$ cat src/rtl/uart_pkg.sv
// Shared definitions for the buffered UART transmitter: parity modes,
// FSM state encoding and the baud divisor calculation.
package uart_pkg;

   localparam int PAR_NONE = 0;
   localparam int PAR_EVEN = 1;
   localparam int PAR_ODD  = 2;

   typedef enum logic [2:0] {
      ST_IDLE  = 3'd0,
      ST_START = 3'd1,
      ST_DATA  = 3'd2,
      ST_PAR   = 3'd3,
      ST_STOP  = 3'd4
   } uart_state_t;

   // Truncating divide; callers must keep the result at 2 or more.
   function automatic int calc_div(input int clk_freq, input int baud);
      return clk_freq / baud;
   endfunction

endpackage

$ cat src/rtl/sync_fifo.sv
// Single-clock FIFO with a registered occupancy count and a combinational
// view of the head word.
module sync_fifo #(
   parameter int WIDTH = 8,
   parameter int DEPTH = 4
) (
   input  logic                     clk,
   input  logic                     reset,
   input  logic                     wr,
   input  logic [WIDTH-1:0]         wdata,
   input  logic                     rd,
   output logic [WIDTH-1:0]         rdata,
   output logic                     full,
   output logic                     empty,
   output logic [$clog2(DEPTH):0]   level
);

   localparam int AW = $clog2(DEPTH);

   logic [WIDTH-1:0] mem [DEPTH];
   logic [AW-1:0]    wr_ptr;
   logic [AW-1:0]    rd_ptr;
   logic [AW:0]      count;
   logic             do_wr;
   logic             do_rd;

   assign full  = (count == (AW+1)'(DEPTH));
   assign empty = (count == '0);
   assign do_wr = wr && !full;
   assign do_rd = rd && !empty;
   assign rdata = mem[rd_ptr];
   assign level = count;

   // Power-of-two depth lets the pointers wrap by plain overflow.
   always_ff @(posedge clk or posedge reset) begin
      if (reset) begin
         wr_ptr <= '0;
         rd_ptr <= '0;
         count  <= '0;
      end else begin
         if (do_wr) wr_ptr <= wr_ptr + 1'b1;
         if (do_rd) rd_ptr <= rd_ptr + 1'b1;
         case ({do_wr, do_rd})
            2'b10:   count <= count + 1'b1;
            2'b01:   count <= count - 1'b1;
            default: count <= count;
         endcase
      end
   end

   always_ff @(posedge clk) begin
      if (do_wr) mem[wr_ptr] <= wdata;
   end

endmodule

$ cat src/rtl/uart_tx_buf.sv
// Buffered UART transmitter: words queue in a FIFO and are serialised
// LSB first with optional parity and one or two stop bits.
//
// state    | meaning
// ST_IDLE  | line high, waiting for the FIFO to hold a word
// ST_START | start bit (0)
// ST_DATA  | DATA_W data bits, LSB first
// ST_PAR   | parity bit (skipped when PARITY is none)
// ST_STOP  | STOP_BITS high bits; pops the next word straight into START
module uart_tx_buf
   import uart_pkg::*;
#(
   parameter int CLK_FREQ   = 50_000_000,
   parameter int BAUD       = 115200,
   parameter int DATA_W     = 8,
   parameter int PARITY     = 0,
   parameter int STOP_BITS  = 1,
   parameter int FIFO_DEPTH = 4
) (
   input  logic                          clk,
   input  logic                          reset,
   input  logic                          start,
   input  logic [DATA_W-1:0]             data,
   output logic                          tx,
   output logic                          ready,
   output logic                          busy,
   output logic [$clog2(FIFO_DEPTH):0]   level
);

   localparam int DIV = calc_div(CLK_FREQ, BAUD);
   localparam int BW  = $clog2(DIV);
   localparam logic [BW-1:0] BAUD_LAST = BW'(DIV - 1);
   localparam logic [3:0]    LAST_DATA = 4'(DATA_W - 1);
   localparam logic [3:0]    LAST_STOP = 4'(STOP_BITS - 1);

   uart_state_t       state;
   logic [BW-1:0]     baud_cnt;
   logic [3:0]        bit_cnt;
   logic [DATA_W-1:0] shreg;
   logic              par_bit;

   logic [DATA_W-1:0] head;
   logic              fifo_full;
   logic              fifo_empty;
   logic              head_par;
   logic              bit_end;
   logic              stop_done;
   logic              pop;
   logic              line_bit;

   sync_fifo #(
      .WIDTH (DATA_W),
      .DEPTH (FIFO_DEPTH)
   ) u_fifo (
      .clk   (clk),
      .reset (reset),
      .wr    (start),
      .wdata (data),
      .rd    (pop),
      .rdata (head),
      .full  (fifo_full),
      .empty (fifo_empty),
      .level (level)
   );

   assign ready     = !fifo_full;
   assign busy      = (state != ST_IDLE) || (level != '0);
   assign head_par  = (PARITY == PAR_ODD) ? ~^head : ^head;
   assign bit_end   = (baud_cnt == BAUD_LAST);
   assign stop_done = (state == ST_STOP) && bit_end && (bit_cnt == LAST_STOP);
   assign pop       = !fifo_empty && ((state == ST_IDLE) || stop_done);

   always_comb begin
      line_bit = 1'b1;
      case (state)
         ST_START: line_bit = 1'b0;
         ST_DATA:  line_bit = shreg[0];
         ST_PAR:   line_bit = par_bit;
         default:  line_bit = 1'b1;
      endcase
   end

   // tx is registered from the current state, so the line trails the FSM
   // by one cycle; every bit still lasts exactly DIV cycles on the wire.
   always_ff @(posedge clk or posedge reset) begin
      if (reset) begin
         state    <= ST_IDLE;
         baud_cnt <= '0;
         bit_cnt  <= '0;
         shreg    <= '0;
         par_bit  <= 1'b0;
         tx       <= 1'b1;
      end else begin
         tx <= line_bit;
         case (state)
            ST_IDLE: begin
               baud_cnt <= '0;
               bit_cnt  <= '0;
               if (pop) begin
                  shreg   <= head;
                  par_bit <= head_par;
                  state   <= ST_START;
               end
            end
            ST_START: begin
               if (bit_end) begin
                  baud_cnt <= '0;
                  bit_cnt  <= '0;
                  state    <= ST_DATA;
               end else begin
                  baud_cnt <= baud_cnt + 1'b1;
               end
            end
            ST_DATA: begin
               if (bit_end) begin
                  baud_cnt <= '0;
                  shreg    <= shreg >> 1;
                  if (bit_cnt == LAST_DATA) begin
                     bit_cnt <= '0;
                     state   <= (PARITY != PAR_NONE) ? ST_PAR : ST_STOP;
                  end else begin
                     bit_cnt <= bit_cnt + 1'b1;
                  end
               end else begin
                  baud_cnt <= baud_cnt + 1'b1;
               end
            end
            ST_PAR: begin
               if (bit_end) begin
                  baud_cnt <= '0;
                  bit_cnt  <= '0;
                  state    <= ST_STOP;
               end else begin
                  baud_cnt <= baud_cnt + 1'b1;
               end
            end
            ST_STOP: begin
               if (bit_end) begin
                  baud_cnt <= '0;
                  if (bit_cnt == LAST_STOP) begin
                     bit_cnt <= '0;
                     if (pop) begin
                        shreg   <= head;
                        par_bit <= head_par;
                        state   <= ST_START;
                     end else begin
                        state   <= ST_IDLE;
                     end
                  end else begin
                     bit_cnt <= bit_cnt + 1'b1;
                  end
               end else begin
                  baud_cnt <= baud_cnt + 1'b1;
               end
            end
            default: state <= ST_IDLE;
         endcase
      end
   end

endmodule

$ cat config.mk
export PLATFORM = sky130hd
export DESIGN_NAME = uart_tx_buf
export DESIGN_NICKNAME = d
export VERILOG_FILES = /design/src/rtl/uart_pkg.sv /design/src/rtl/sync_fifo.sv /design/src/rtl/uart_tx_buf.sv
export SDC_FILE = /design/constraint.sdc
export NUM_CORES = 1
export LEC_CHECK = 0
export CORE_ASPECT_RATIO = 0.7
export CORE_MARGIN = 5
export CORE_UTILIZATION = 50
export DETAILED_ROUTE_END_ITERATION = 8
export DONT_BUFFER_PORTS = 1
export RECOVER_POWER = 50
export SYNTH_ARGS = -nofsm -noshare
export SYNTH_HDL_FRONTEND = slang
export SYNTH_SLANG_ARGS = --single-unit
$ cat constraint.sdc
create_clock -name clk -period 3 [get_ports clk]
set_clock_uncertainty 0.15 [all_clocks]
set_input_delay 0.9 -clock clk [delete_from_list [all_inputs] [get_ports clk]]
set_output_delay 0.9 -clock clk [all_outputs]
set_load 0.05 [all_outputs]
Word level (Yosys, flattened, before mapping)
Memory sizes are Yosys's and may differ from the RTL's. Index checks and enable logic that the tools add are counted.

Flip-flop bits (word level): 33. Memory bits (writable): 32. Output and inout port bits: 6. Logic and storage cells: 89. Memories: 1.

$add $sub $neg: 6. Eq/ne operators: 17. Mux-type cells: 30. Reduce and logical (&&, ||, !) cells: 26.

Memory list: u_fifo.mem (depth 4, width 8, read ports 1, clocked after Yosys merged registers in 0, wr ports 1, line sync_fifo.sv:20) `logic [WIDTH-1:0] mem [DEPTH];`.

Operators by type and width (count): two-way mux 8 bit (4); case mux 8 bit (3 select lines) (1); two-way mux 3 bit (7); two-way mux 4 bit (5); case mux 9 bit (2 select lines) (1); case mux 4 bit (4 select lines) (1); case mux 3 bit (5 select lines) (1); inequality test 2 bit (second input constant) (5); adder 9 x 1 -> 9 bit (second input constant) (1); == test 9 bit (second input constant) (1); two-way mux 9 bit (1); nonzero test 3 bit (3); AND reduction 4 bit (2); parity 8 bit (1); AND reduction 7 bit (1); == test 3 x 2 -> 1 bit (second input constant) (2); == test 3 bit (second input constant) (2); zero test 3 bit (2); two-way mux 1 bit (6); inequality test 2 x 1 -> 1 bit (second input constant) (3); case mux 3 bit (2 select lines) (1); nonzero test 2 bit (3); logical AND 1 bit (5); adder 2 x 1 -> 2 bit (second input constant) (2); other kinds (16) (18).

Depth between registers and ports, before layout
Depth in word-level cells: 9. Mapped depth: 12. Gate-level depth less buffers: 11.

Modules after synthesis
A second synthesis with hierarchy kept.

Cells, all modules: 247. Area, all modules: 3298.2 µm².

By module, submodules not included: uart_tx_buf (instances 1, cells an instance 167, area each 1701.6 µm²); sync_fifo (instances 1, cells an instance 80, area each 1596.5 µm²).

Worst setup path before layout
Ideal clock, no wire load.

Path type: reg2reg. From: register u_fifo.count[0], in the netlist u_fifo.level[0]. To: register u_fifo.count[2], in the netlist u_fifo.level[2]. Library setup time: 145 ps. Data arrival time: 2456 ps. Setup slack: 249 ps. Stages on the path, launching flop included: 10. Period minus slack after synthesis: 2751 ps. Cells stage by stage: dfrtp_1 nor2_1 nand2_1 and2_1 inv_1 ha_1 fa_1 xnor2_1 nor2_1 xor2_1.

Elaborated cells on any way between the ends: 13. Classes of those cells: add/sub: 2; eq/ne: 3; mux: 1; reduce/logical: 7.

RTL lines: from (decl) (line sync_fifo.sv:23) `logic [AW:0] count;`; from (signal assigned) (line sync_fifo.sv:44) `2'b10: count <= count + 1'b1;`; from (signal assigned) (line sync_fifo.sv:45) `2'b01: count <= count - 1'b1;`; from (signal assigned) (line sync_fifo.sv:46) `default: count <= count;`; == test 3 bit * (line sync_fifo.sv:27) `assign full = (count == (AW+1)'(DEPTH));`; zero test 1 bit *; via ready (line uart_tx_buf.sv:25) `output logic ready,`; logical AND 1 bit * (line sync_fifo.sv:29) `assign do_wr = wr && !full;`; == test 2 x 1 -> 1 bit or == test 2 bit (tied branches) (line sync_fifo.sv:43) `case ({do_wr, do_rd})`; case mux 3 bit (2 select lines) or nonzero test 2 bit (tied branches).

The timed path passes the listed nets; every way through them passes the cells marked *. A chain may end at the register's enable or synchronous reset.

Final worst setup path
From: register bit_cnt[0]. To: register u_fifo.count[1], in the netlist u_fifo.level[1].

Cells in the longest elaborated chain, start to end: 7. Elaborated cells on any way between the ends: 9. Classes of those cells: eq/ne: 2; mux: 1; reduce/logical: 6.

RTL lines: from (decl) (line uart_tx_buf.sv:38) `logic [3:0] bit_cnt;`; from (signal assigned) (line uart_tx_buf.sv:122) `bit_cnt <= bit_cnt + 1'b1;`; from (signal assigned) (line uart_tx_buf.sv:150) `bit_cnt <= bit_cnt + 1'b1;`; zero test 4 bit * (line uart_tx_buf.sv:70) `assign stop_done = (state == ST_STOP) && bit_end && (bit_cnt == LAST_STOP);`; logical AND 1 bit * (line uart_tx_buf.sv:70); logical OR 1 bit * (line uart_tx_buf.sv:71) `assign pop = !fifo_empty && ((state == ST_IDLE) || stop_done);`; logical AND 1 bit * (line uart_tx_buf.sv:71); logical AND 1 bit * (line sync_fifo.sv:30) `assign do_rd = rd && !empty;`; == test 2 x 1 -> 1 bit or == test 2 bit (tied branches) (line sync_fifo.sv:43); case mux 3 bit (2 select lines) or nonzero test 2 bit (tied branches).

Mark *: on every way between the ends. The rest lies on a longest branch, timed or not.

==> results.json <==
{
  "yosysTopAreaCellShare": 0.315,
  "cts-resized-gates": 0,
  "cts_tree": "done",
  "worstPathRequired_ns": 3.08,
  "drtAntennaViolNets": 0,
  "die_w_um": 103,
  "timing.slew.headroom": -0.178,
  "outcome": "finished, violations left",
  "rsz0062_at_grt": "no",
  "synthToLayoutAreaGrowth_pct": 9.39,
  "postSynthAreaPerCell_um2": 13.2,
  "synth.distinct_cells": 47,
  "num_io_pins": 17,
  "r2r_slack_ns": 0.29,
  "crit-reg2reg-launch": "bit_cnt[0]",
  "synth_fp_nets": 253,
  "finish.utilization": 0.574,
  "grt_pass1_wl_um": 9650,
  "p_per_area_mw_per_mm2": 955,
  "rows": 23,
  "die-area_mm2": 0.00779,
  "vias": 1859,
  "h-tree-depth": 3,
  "cts.path.max_buffers": 2,
  "power_mw": 3.19,
  "cp-endpoint": "u_fifo.level[1]",
  "start_util": 0.525,
  "cts.sink_count": 65,
  "wirelength_um": 5700,
  "worstSkewPairLatency_ns": 0.34,
  "drt-initial-drc-count": 108,
  "layout.nets": 264,
  "dpl_cell_area_mm2": 0.00316,
  "routabilityCongestion": 0.942,
  "clk_pin_slew_ns": 0.07,
  "core_mm2": 0.00581,
  "dp_hpwl_um": 4150,
  "worstMarginPinSlew_ns": 1.77,
  "hp-class": "reg -> reg",
  "synthCells": 232,
  "grt_usage": 0.168,
  "via_per_inst": 5.76,
  "design_area_mm2": 0.00334,
  "yosys.area.top_type": "edfxtp_1",
  "syn_area_mm2": 0.00305,
  "cts_setup_buffers": 0,
  "crit_arrival_ns": 2.78,
  "slew_violations": 34,
  "dr.pass1.iters": 4,
  "drc": 0,
  "ys_top_cells_by_area": "edfxtp_1 31%, dfrtp_1 26%, o22a_1 4.0%",
  "io_buffers": 0,
  "grt_max_degree": 34,
  "first_global_vias": 1885,
  "crit_fanout": 4,
  "min_period_ns": 2.71,
  "drive_above_1_share": 0.141,
  "critPathKind": "reg -> reg",
  "die_h_um": 75.4,
  "postCtsHoldBufs": 0,
  "violations": "capacitance limit, slew limit",
  "synth-edff-count": 32,
  "n_antenna_cell": 0,
  "seq_area_frac_synth": 0.586,
  "reg2reg_depth": 9,
  "max_freq_ghz": 0.370,
  "startpoint": "bit_cnt[0]",
  "fin_crit_sh": 0.902,
  "ys_warn_count": 0,
  "fin_tns_setup_ns": 0,
  "ys_ff_latch": 65,
  "antenna_found_initial": 0,
  "worstSetupStartpointType": "register",
  "setup_viol": 0,
  "cap_violations": 1,
  "grt_remaining_overflow": 0,
  "cts_inserted_buffers": 9,
  "power.leakage_nw": 1.29,
  "wire_per_inst_um": 17.6,
  "async_reset_ff_frac": 0.508,
  "endpoint_kind": "register",
  "clock-root-buffer": "clkbuf_8",
  "yosys_most_used_dff": "edfxtp_1",
  "ir_drop_mv": 0.471,
  "hold_viol": 0,
  "rr_endpoint": "u_fifo.level[1]"
}
-- per-stage QoR --
step	std cells	setup slack, ns	hold slack (ns)
2_1_floorplan	232	0.249	0.305
3_3_place_gp	307	0.428	0.333
3_5_place_dp	307	0.317	0.350
4_1_cts	323	0.301	0.368
5_1_grt	323	0.186	0.386
6_report	323	0.295	0.363
-- cells in the mapped netlist (all sizes together) (2+ instances only) --
master and n:
inv 12, dfrtp 32, nand4 3, edfxtp 32, nor2b 2, buf 5, a21oi 8, nor3 3
mux4 8, xnor2 11, nor2 15, maj3 2, o31ai 2, nand4b 2, ha 9, nand3b 2
and3 7, o21ai 11, o22a 14, clkbuf 3, xor2 9, or2 3, o22ai 2, nand2 16
nand3 6
-- final cells by class --
class                   count  area, µm²
fillers                   461       2470
repair buffers              8       56.3
flip-flops and latches     65       1790
inverters                  12       45.0
clock inverters             6       58.8
well taps                  75       93.8
multi-input cells         147       1170
clock buffers              10        128
-- critical path, cell delays in order (launching register included) --
cell and delay (ns):
dfrtp_1 0.40, inv_1 0.10, ha_1 0.18, or3b_4 0.43, o31ai_4 0.26, nand2_2 0.08
inv_1 0.09, ha_1 0.21, fa_1 0.43, mux2_2 0.27
-- per-layer routing --
| metal | GRT usage | wire (µm) |
|---|---|---|
| met5 | 0 | 0 |
| met4 | 0.0618 | 74 |
| met3 | 0.0595 | 293 |
| met2 | 0.246 | 2550 |
| met1 | 0.235 | 2790 |
-- logic make-up after synthesis --
| group | Yosys count | share of synthesized area |
|---|---|---|
| fa+ha+maj | 12 | 0.0504 |
| xor+xnor | 20 | 0.0574 |
| mux | 9 | 0.0664 |
| compound gates | 42 | 0.0992 |
| simple gates | 64 | 0.109 |
| flops | 65 | 0.586 |
| buf+inv | 20 | 0.0312 |
-- layout by cell type (no fill, tap or decap), types with 5 or more instances in the layout --
master,n
inv_1,12
ha_1,9
nand2_1,15
o22a_1,14
nand3_1,6
and3_1,7
edfxtp_1,32
mux4_2,5
nor2_1,15
dfrtp_1,32
xor2_1,9
clkbuf_8,9
o21ai_0,8
buf_4,7
xnor2_1,11
a21oi_1,8
-- flip-flops by register name (all words and copies together), names as in the netlist --
register,cells
baud_cnt,9
bit_cnt,4
par_bit,1
shreg,8
state,3
tx,1
u_fifo.level,3
u_fifo.mem,32
u_fifo.rd_ptr,2
u_fifo.wr_ptr,2
-- where the power goes --
| group | internal [mW] | total [mW] | leakage, nW | switching (mW) |
|---|---|---|---|---|
| Combinational | 0.512 | 1.11 | 0.504 | 0.595 |
| Clock | 0.378 | 0.699 | 0.0897 | 0.321 |
| Sequential | 1.19 | 1.38 | 0.699 | 0.191 |
| Total | 2.08 | 3.19 | 1.29 | 1.11 |
-- worst min path at each step --
stage	from	endpoint	slack [ns]	cells after the start
after floorplan	par_bit	par_bit	0.30	2
after global placement	par_bit	par_bit	0.33	2
after detailed placement	par_bit	par_bit	0.35	2
after CTS	par_bit	par_bit	0.37	2
after global routing	shreg[6]	shreg[6]	0.39	1
final	par_bit	par_bit	0.36	2
(Power assumes the default switching activity.)
